File: src/rtl/fetch_queue_stage.sv
// Instruction fetch stage: owns the PC, issues sequential requests to a 1-cycle imem and
// buffers {pc, instr} pairs in a DEPTH-entry FIFO toward decode; redirects flush everything.
module fetch_queue_stage #(
  parameter int              XLEN     = 64,
  parameter int              DEPTH    = 4,
  parameter logic [XLEN-1:0] RESET_PC = '0
) (
  input  logic                       clk,
  input  logic                       rst,
  input  logic                       redirect_valid,
  input  logic [XLEN-1:0]            redirect_pc,
  output logic                       imem_req_valid,
  output logic [XLEN-1:0]            imem_req_addr,
  input  logic [31:0]                imem_rsp_data,
  output logic                       out_valid,
  input  logic                       out_ready,
  output logic [XLEN-1:0]            out_pc,
  output logic [31:0]                out_instr,
  output logic [$clog2(DEPTH+1)-1:0] occupancy
);

  localparam int PTR_W = $clog2(DEPTH);
  localparam int CNT_W = $clog2(DEPTH+1);

  logic [XLEN-1:0]  pc_q;
  logic [XLEN-1:0]  inflight_pc_q;
  logic             inflight_q;
  logic [CNT_W-1:0] count_q;
  logic [PTR_W-1:0] rd_ptr_q;
  logic [PTR_W-1:0] wr_ptr_q;

  logic [XLEN-1:0]  pc_mem    [DEPTH];
  logic [31:0]      instr_mem [DEPTH];

  logic             issue;
  logic             push;
  logic             pop;
  logic [CNT_W:0]   credit_used;
  logic             redirect_unused;

  // The low address bits of a redirect target are architecturally zero.
  assign redirect_unused = ^redirect_pc[1:0];

  // An outstanding request already owns a slot; a pop this cycle frees nothing until next cycle.
  assign credit_used    = {1'b0, count_q} + {{CNT_W{1'b0}}, inflight_q};
  assign issue          = !rst && !redirect_valid && (credit_used < (CNT_W+1)'(DEPTH));
  assign push           = !rst && !redirect_valid && inflight_q;
  assign out_valid      = !rst && !redirect_valid && (count_q != '0);
  assign pop            = out_valid && out_ready;

  assign imem_req_valid = issue;
  assign imem_req_addr  = pc_q;
  assign out_pc         = pc_mem[rd_ptr_q];
  assign out_instr      = instr_mem[rd_ptr_q];
  assign occupancy      = count_q;

  // NOTE: state registers use non-blocking assignments so every flop samples pre-edge values.
  always_ff @(posedge clk) begin
    if (rst) begin
      pc_q          <= RESET_PC;
      inflight_pc_q <= RESET_PC;
      inflight_q    <= 1'b0;
      count_q       <= '0;
      rd_ptr_q      <= '0;
      wr_ptr_q      <= '0;
    end else if (redirect_valid) begin
      pc_q       <= {redirect_pc[XLEN-1:2], 2'b00};
      inflight_q <= 1'b0;
      count_q    <= '0;
      rd_ptr_q   <= '0;
      wr_ptr_q   <= '0;
    end else begin
      inflight_q <= issue;
      if (issue) begin
        inflight_pc_q <= pc_q;
        pc_q          <= pc_q + XLEN'(4);
      end
      if (push) wr_ptr_q <= wr_ptr_q + PTR_W'(1);
      if (pop)  rd_ptr_q <= rd_ptr_q + PTR_W'(1);
      unique case ({push, pop})
        2'b10:   count_q <= count_q + CNT_W'(1);
        2'b01:   count_q <= count_q - CNT_W'(1);
        default: count_q <= count_q;
      endcase
    end
  end

  // NOTE: queue storage is deliberately not reset; count_q alone decides which entries are live.
  always_ff @(posedge clk) begin
    if (push) begin
      pc_mem[wr_ptr_q]    <= inflight_pc_q;
      instr_mem[wr_ptr_q] <= imem_rsp_data;
    end
  end

  // The credit rule must make a push into a full queue unreachable.
  overflow_never: assert property (@(posedge clk) disable iff (rst)
    !(push && (count_q == CNT_W'(DEPTH))));

endmodule
File: config.mk
export PLATFORM = sky130hd
export DESIGN_NAME = fetch_queue_stage
export DESIGN_NICKNAME = d
export VERILOG_FILES = /design/src/rtl/fetch_queue_stage.sv
export SDC_FILE = /design/constraint.sdc
export NUM_CORES = 1
export LEC_CHECK = 0
export ABC_AREA = 1
export CAP_MARGIN = 20
export CORE_AREA = 10 10 229 231
export CTS_BUF_LIST = sky130_fd_sc_hd__clkbuf_2
export CTS_CLUSTER_SIZE = 28
export DETAILED_ROUTE_END_ITERATION = 8
export DIE_AREA = 0 0 239 241
export PLACE_DENSITY = 0.63
export SYNTH_ARGS = -nofsm -noshare
export SYNTH_HDL_FRONTEND = slang
export SYNTH_SLANG_ARGS = --single-unit
File: constraint.sdc
create_clock -name clk -period 8.1 [get_ports clk]
set_input_delay 1.215 -clock clk [delete_from_list [all_inputs] [get_ports clk]]
set_output_delay 1.215 -clock clk [all_outputs]
set_load 0.005 [all_outputs]
==> run_results.csv, run 1 <==
group,metric,value,unit
run_status,status,"finished, final reports clean",
synthesis,async_flop_share,0,%
placed_design,post-place-ws,3.461,ns
clocking,worstSkewPairLatency,1.12,ns
final_layout,nets,2482,
worst_setup_path,crit_fanout,96,
timing,max_freq,0.1838,GHz
drt,dr.pass1.iters,6,
drt,drc,0,
timing,fin_crit_sh,67.16,%
global_routing,antenna_found_initial,2,
placed_design,hpwl,38410,um
pwr,powerDensity,188.0,mW/mm^2
drt,routed_via_density,5.238,
worst_setup_path,end_kind,"output port",
final_layout,drive_above_1_share,10.53,%
synthesis,yosysSeqAreaShare,65.58,%
die,dieHeight,241,um
timing,setup_violations,0,
synthesis,syn-cell-area,0.02131,sq mm
synthesis,synth-seq-cells,510,
clocking,path_clk_slew,0.11,ns
clocking,cts_tree,"done",
placed_design,io_buffers,258,
synthesis,yosysMostFrequentCell,"nor2_1",
pwr,power_frac_seq,60.8,%
clocking,htreeDepth,3,
synthesis,synth_edf_count,376,
synthesis,synth_top_area_share,52.99,%
synthesis,synth_flop_cell,"edfxtp_1",
pwr,switching_share,25.39,%
placed_design,globalplace.congestion,0.9376,
global_routing,grt_pass1_wl,91690,um
worst_setup_path,cp_slowest_cell,"dfxtp_4",
pwr,vdd_drop_max,83.79,uV
worst_setup_path,worst-path-buf-inv,2,
pwr,total_power,4781,uW
global_routing,grt.total_usage,20.56,%
synthesis,syn_inst,2085,
min_path,min_from,"inflight_pc_q[26]$_SDFFE_PP0P_",
synthesis,yosysTopAreaCell,"edfxtp_1",
timing,drv_slew,0,
worst_setup_path,crit_path_start_kind,"register",
timing,max_slew_margin,32.08,%
clocking,cts_hold_buf,0,
clocking,postCtsSetupRepairBufs,0,
pwr,switching_power,1214,uW
drt,wl_per_cell,19.38,um
die,start_util,44.81,%
global_routing,overflow,0,
die,num_rows,80,
synthesis,ys_types,43,
global_routing,grt_max_degree,97,
pwr,p_comb_share,6.1,%
drt,drt_wl_total,60010,um
timing,rsz0062_at_grt,"false",
pwr,power.internal,3567,uW
global_routing,grt_pass1_vias,15916,
final_layout,syn_to_final_growth,19.35,%
pwr,clkPwrFrac,33.1,%
clocking,clock-sinks,510,
timing,post-route-min-period,5.440,ns
timing,fin_ws,2.660,ns
die,ios,265,
clocking,cts_root_buffer,"clkbuf_2",
die,core_area,0.04755,sq mm
clocking,cts_buffers,120,
min_path,worstHoldPathType,"reg2reg",
synthesis,yosysWarnings,0,
synthesis,synth_commonest_cells,"nor2_1, edfxtp_1, nand2_1, o21ai_0, inv_1",
clocking,clockBufferDepth,3,
worst_setup_path,worstPathRequired,6.88,ns
worst_setup_path,critPathMaxStageDelay,1.02,ns
synthesis,synth_area_per_cell,10.22,sq um
worst_setup_path,crit_chain,"buf_4 > o21ai_0 > o22ai_1 > clkdlybuf4s50_1",
timing,clock_skew,0.08308,ns
synthesis,synth_area_leaders,"edfxtp_1, dfxtp_1, nor2_1",
clocking,cts_resized,0,
drt,vias,16218,
worst_setup_path,critical-path-top-delay-family,"buffers and inverters",
final_layout,final_util,53.48,%
timing,hold_ws,0.4421,ns
timing,finalHoldViolations,0,
flow_run,drv_cap,0,
die,die_w,239,um
timing,fin_setup_tns,0,ns
worst_setup_path,critical_path_arrival,4.23,ns
pwr,leakage,0.009312,uW
worst_setup_path,critical_path_class,"reg2out",
timing,worstMarginPinSlew,1.017,ns
drt,final_antenna_net_count,0,
worst_setup_path,r2r-start,"occupancy[1]$_SDFFE_PP0P_",
drt,drtIter0Drc,1231,
die,die_area,0.05760,sq mm
-- area by class of cell --
class                           count  area, sq um
Fill cell                        4324        22120
Sequential cell                   510        13980
Multi-Input combinational cell   1298         6255
Timing Repair Buffer              276         2708
Clock buffer                      173        865.8
Tap cell                          615        769.5
Inverter                          169        639.4
Clock inverter                     53        209.0
Antenna cell                        2        5.005
-- per-layer routing --
layer / track usage [%] / part of all wire (%) / up-vias
met4: 7.833 / 2.2 / 0
met3: 5.327 / 7.3 / 76
li1: - / - / 7846
met5: 0 / 0 / -
met1: 26.09 / 43 / 7748
met2: 33.32 / 47 / 548
-- through the flow --
stage / area (sq um) / cells
after floorplan: 21320 / 2088
after detailed placement: 24350 / 2868
final: 25430 / 3096
after global routing: 25430 / 3095
after global placement: 24350 / 2868
after CTS: 25420 / 3094
-- registers in the layout (all words and copies together) (netlist names), named ones only --
name,count
imem_req_addr,62
inflight_q,1
occupancy,3
inflight_pc_q,62
rd_ptr_q,2
wr_ptr_q,2
instr_mem,128
pc_mem,248
-- path summary, 6_finish.rpt --
| kind | endpoint | slack [ns] | depth (start not counted) |
|---|---|---|---|
| setup / recovery | out_pc[43] | 2.66 | 4 |
| setup reg to reg | imem_req_addr[45]$_SDFFE_PP0P_ | 5.42 | 9 |
| hold reg to reg | pc_mem[3][26]$_DFFE_PP_ | 0.44 | 0 |
| hold / removal | pc_mem[3][26]$_DFFE_PP_ | 0.44 | 0 |
-- power groups by stage --
stage                     logic (uW)  clock network [uW]  registers [uW]
after floorplan                  132                   0            2950
after global placement           286                   0            2970
after detailed placement         290                   0            2970
after CTS                        293                1640            2910
after global routing             321                1790            2920
final                            291                1580            2910
-- cells by family (layout without fill, tap and decap cells) --
kind of cell,after synthesis,count (layout),synth area share [%]
AO/OA/AOI/OAI,445,445,11.46
other,1,6,0.01760
XOR/XNOR,21,21,0.8633
adder cells (fa/ha/maj),7,7,0.4463
buffers and inverters,280,671,5.279
flip-flops,510,510,65.58
AND/OR/NAND/NOR,821,821,16.35
-- cell usage in the layout (no fill, tap or decap), types with 3 or more instances in the layout --
cell type	synthesis	layout
ha_1	6	6
nand2_1	280	280
nand3b_1	11	11
nand3_2	3	4
conb_1	1	4
nand2_4	3	3
clkbuf_2	1	173
inv_2	2	5
nand2_2	9	9
nor2_2	17	17
a211oi_1	22	22
a31oi_1	11	11
dfxtp_1	134	132
xor2_1	19	19
inv_1	164	162
o21ai_0	257	257
buf_4	8	18
o21ai_1	10	10
a21oi_1	41	41
nor2_1	385	381
clkinv_1	3	45
nand4_1	11	11
clkdlybuf4s50_1	0	256
nand3_1	59	58
clkinv_2	0	8
nor3_1	28	28
edfxtp_1	376	376
o22ai_1	96	96
nor2_4	7	11
-- worst reg2reg max path, delay by kind of cell (launching register included) --
kind	cells	cell delay, ns
AOI/OAI and AO/OA	1	0.06
buffers and inverters	3	1.55
DFF	1	0.43
and+or+nand+nor	5	0.49
(Power assumes the default switching activity.)
==> run 2: changes to the inputs <==
clock period = 5.5 ns   (was 8.1 ns; I/O delays follow)
==> run 2 against run 1 <==
Core utilization grew 0.72 points; hold slack got worse by 0.19 ns; largest cell class unchanged; routed wire length rose by 0.15%; via count rose by 0.54%; flip-flop and latch count did not move; critical path type unchanged.
==> run_results.csv, run 2 (synthesis results as in run 1) <==
group,metric,value,unit
worst_setup_path,r2r-start,"occupancy[2]$_SDFFE_PP0P_",
run_status,status,"finished, final reports clean",
final_layout,multi_input_area,0.006255,sq mm
min_path,min_from,"redirect_pc[20]",
die,num_rows,80,
global_routing,grt.total_usage,20.65,%
die,start_util,44.81,%
clocking,cts_root_buffer,"clkbuf_2",
timing,max_slew_margin,29.03,%
clocking,path_clk_slew,0.11,ns
min_path,whs_endpoint,"imem_req_addr[20]$_SDFFE_PP0P_",
worst_setup_path,ff2ff_setup_slack,2.92,ns
die,die_w,239,um
die,die_area,0.05760,sq mm
timing,fin_ws,0.6933,ns
drt,vias,16306,
pwr,switching_share,24.93,%
drt,final_antenna_net_count,0,
clocking,clockBufferDepth,3,
min_path,hold_depth,3,
drt,drtIter0Drc,1219,
worst_setup_path,crit_chain,"buf_4 > o21ai_0 > o22ai_1 > clkdlybuf4s50_1",
clocking,clock-sinks,510,
timing,fin_crit_sh,87.39,%
placed_design,dp.cells,2870,
timing,rsz0062_at_grt,"false",
placed_design,globalplace.congestion,0.9381,
drt,drt_wl_total,60100,um
final_layout,top_register,"pc_mem",
final_layout,nets,2509,
timing,worstMarginPinSlew,1.065,ns
drt,drc,0,
pwr,power_frac_seq,58.3,%
worst_setup_path,worstPathRequired,4.68,ns
global_routing,antenna_found_initial,1,
global_routing,grt_pass1_vias,15922,
worst_setup_path,critPathMaxStageDelay,0.87,ns
worst_setup_path,critical-path-top-delay-family,"buffers and inverters",
final_layout,seq_area,0.01398,sq mm
timing,post-route-min-period,4.807,ns
final_layout,final_cell_mix,"nor2_1, edfxtp_1, nand2_1, o21ai_0, clkdlybuf4s50_1",
timing,max_freq,0.2080,GHz
clocking,cts_buffers,130,
final_layout,fillCellCount,4263,
final_layout,final_util,54.21,%
global_routing,grt_max_degree,103,
global_routing,grt_pass1_wl,91180,um
drt,dr.pass1.iters,5,
worst_setup_path,critical_path_class,"reg2out",
final_layout,layout_commonest_cell,"nor2_1",
clocking,worstSkewPairLatency,1.24,ns
clocking,postCtsSetupRepairBufs,0,
placed_design,io_buffers,258,
clocking,cts_resized,0,
timing,setup_violations,0,
worst_setup_path,cp_slowest_cell,"dfxtp_4",
min_path,worstHoldPathType,"in2reg",
pwr,switching_power,1831,uW
worst_setup_path,crit_path_start_kind,"register",
worst_setup_path,reg2reg_depth,9,
timing,clock_skew,0.06991,ns
final_layout,drive_above_1_share,11.85,%
worst_setup_path,critical_path_arrival,3.98,ns
timing,fin_setup_tns,0,ns
worst_setup_path,reg2reg_to,"imem_req_addr[34]$_SDFFE_PP0P_",
pwr,clkPwrFrac,35.7,%
die,ios,265,
placed_design,post-place-ws,1.646,ns
worst_setup_path,crit_fanout,76,
global_routing,overflow,0,
final_layout,top_regs,"pc_mem: 248 flops, instr_mem: 128 flops",
pwr,vdd_drop_max,94.67,uV
timing,finalHoldViolations,0,
pwr,powerDensity,285.0,mW/mm^2
clocking,cts_tree,"done",
flow_run,drv_cap,0,
drt,routed_via_density,5.221,
timing,drv_slew,0,
clocking,htreeDepth,4,
die,dieHeight,241,um
final_layout,syn_to_final_growth,20.96,%
drt,wl_per_cell,19.24,um
placed_design,hpwl,38190,um
clocking,cts_hold_buf,14,
timing,hold_ws,0.2501,ns
pwr,power.internal,5514,uW
die,core_area,0.04755,sq mm
pwr,leakage,0.009520,uW
pwr,p_comb_share,5.9,%
worst_setup_path,worst-path-buf-inv,2,
final_layout,largest_reg_flops,248,
worst_setup_path,end_kind,"output port",
final_layout,finalNonFillerCells,3123,
run 2: cell count changes in the layout (fill, tap and decap cells not counted), sizes merged, moves of 3 or more:
| cell | delta |
|---|---|
| clkbuf | +27 |
| buf | +3 |
| inv | +4 |
| dlygate4sd3 | +14 |
| bufinv | +3 |
| clkinv | -25 |
run 2: metal layers:
metal / vias to the layer above / GRT usage [%] / share of wire (%)
met5: - / 0 / 0
met4: 0 / 7.833 / 2.1
met3: 84 / 6.730 / 7.8
met2: 542 / 33.15 / 48
met1: 7795 / 25.61 / 43
li1: 7885 / - / -
run 2: how the worst max path moves through the flow:
stage              startpoint                         to  slack, ns  cells after the start
6_report             register                 out_pc[50]       0.69                      4
5_1_grt              register                 out_pc[50]       0.39                      4
4_1_cts              register                 out_pc[30]       0.38                      4
3_5_place_dp              rst             imem_req_valid       1.65                      6
3_3_place_gp              rst             imem_req_valid       1.67                      6
2_1_floorplan  redirect_valid  instr_mem[0][0]$_DFFE_PP_      -0.13                      3
run 2: power groups by stage:
stage	clock, uW	sequential (uW)	combinational [uW]
floorplan	0	4350	195
global placement	0	4370	420
detailed placement	0	4370	425
CTS	2740	4280	437
global route	2940	4300	479
finish	2630	4290	434
run 2: worst min-delay path: cells and delay by family:
kind	cells	cell delay (ns)
simple gates	1	0.11
compound gates	1	0.09
buf+inv	1	0.40
run 2: metrics by stage:
| stage | total power (uW) | instance area (sq um) |
|---|---|---|
| 6_report | 7346 | 25770 |
| 5_1_grt | 7718 | 25770 |
| 4_1_cts | 7457 | 25750 |
| 3_5_place_dp | 4797 | 24380 |
| 3_3_place_gp | 4789 | 24380 |
| 2_1_floorplan | 4541 | 21320 |
run 2: final cells by class:
cell class / count / area share [%]
well taps: 615 / 2.986
inverters: 169 / 2.481
diodes: 1 / 0.009710
clock buffers: 200 / 3.884
clock inverters: 37 / 0.8981
multi-input cells: 1298 / 24.27
repair buffers: 293 / 11.23
flip-flops and latches: 510 / 54.24
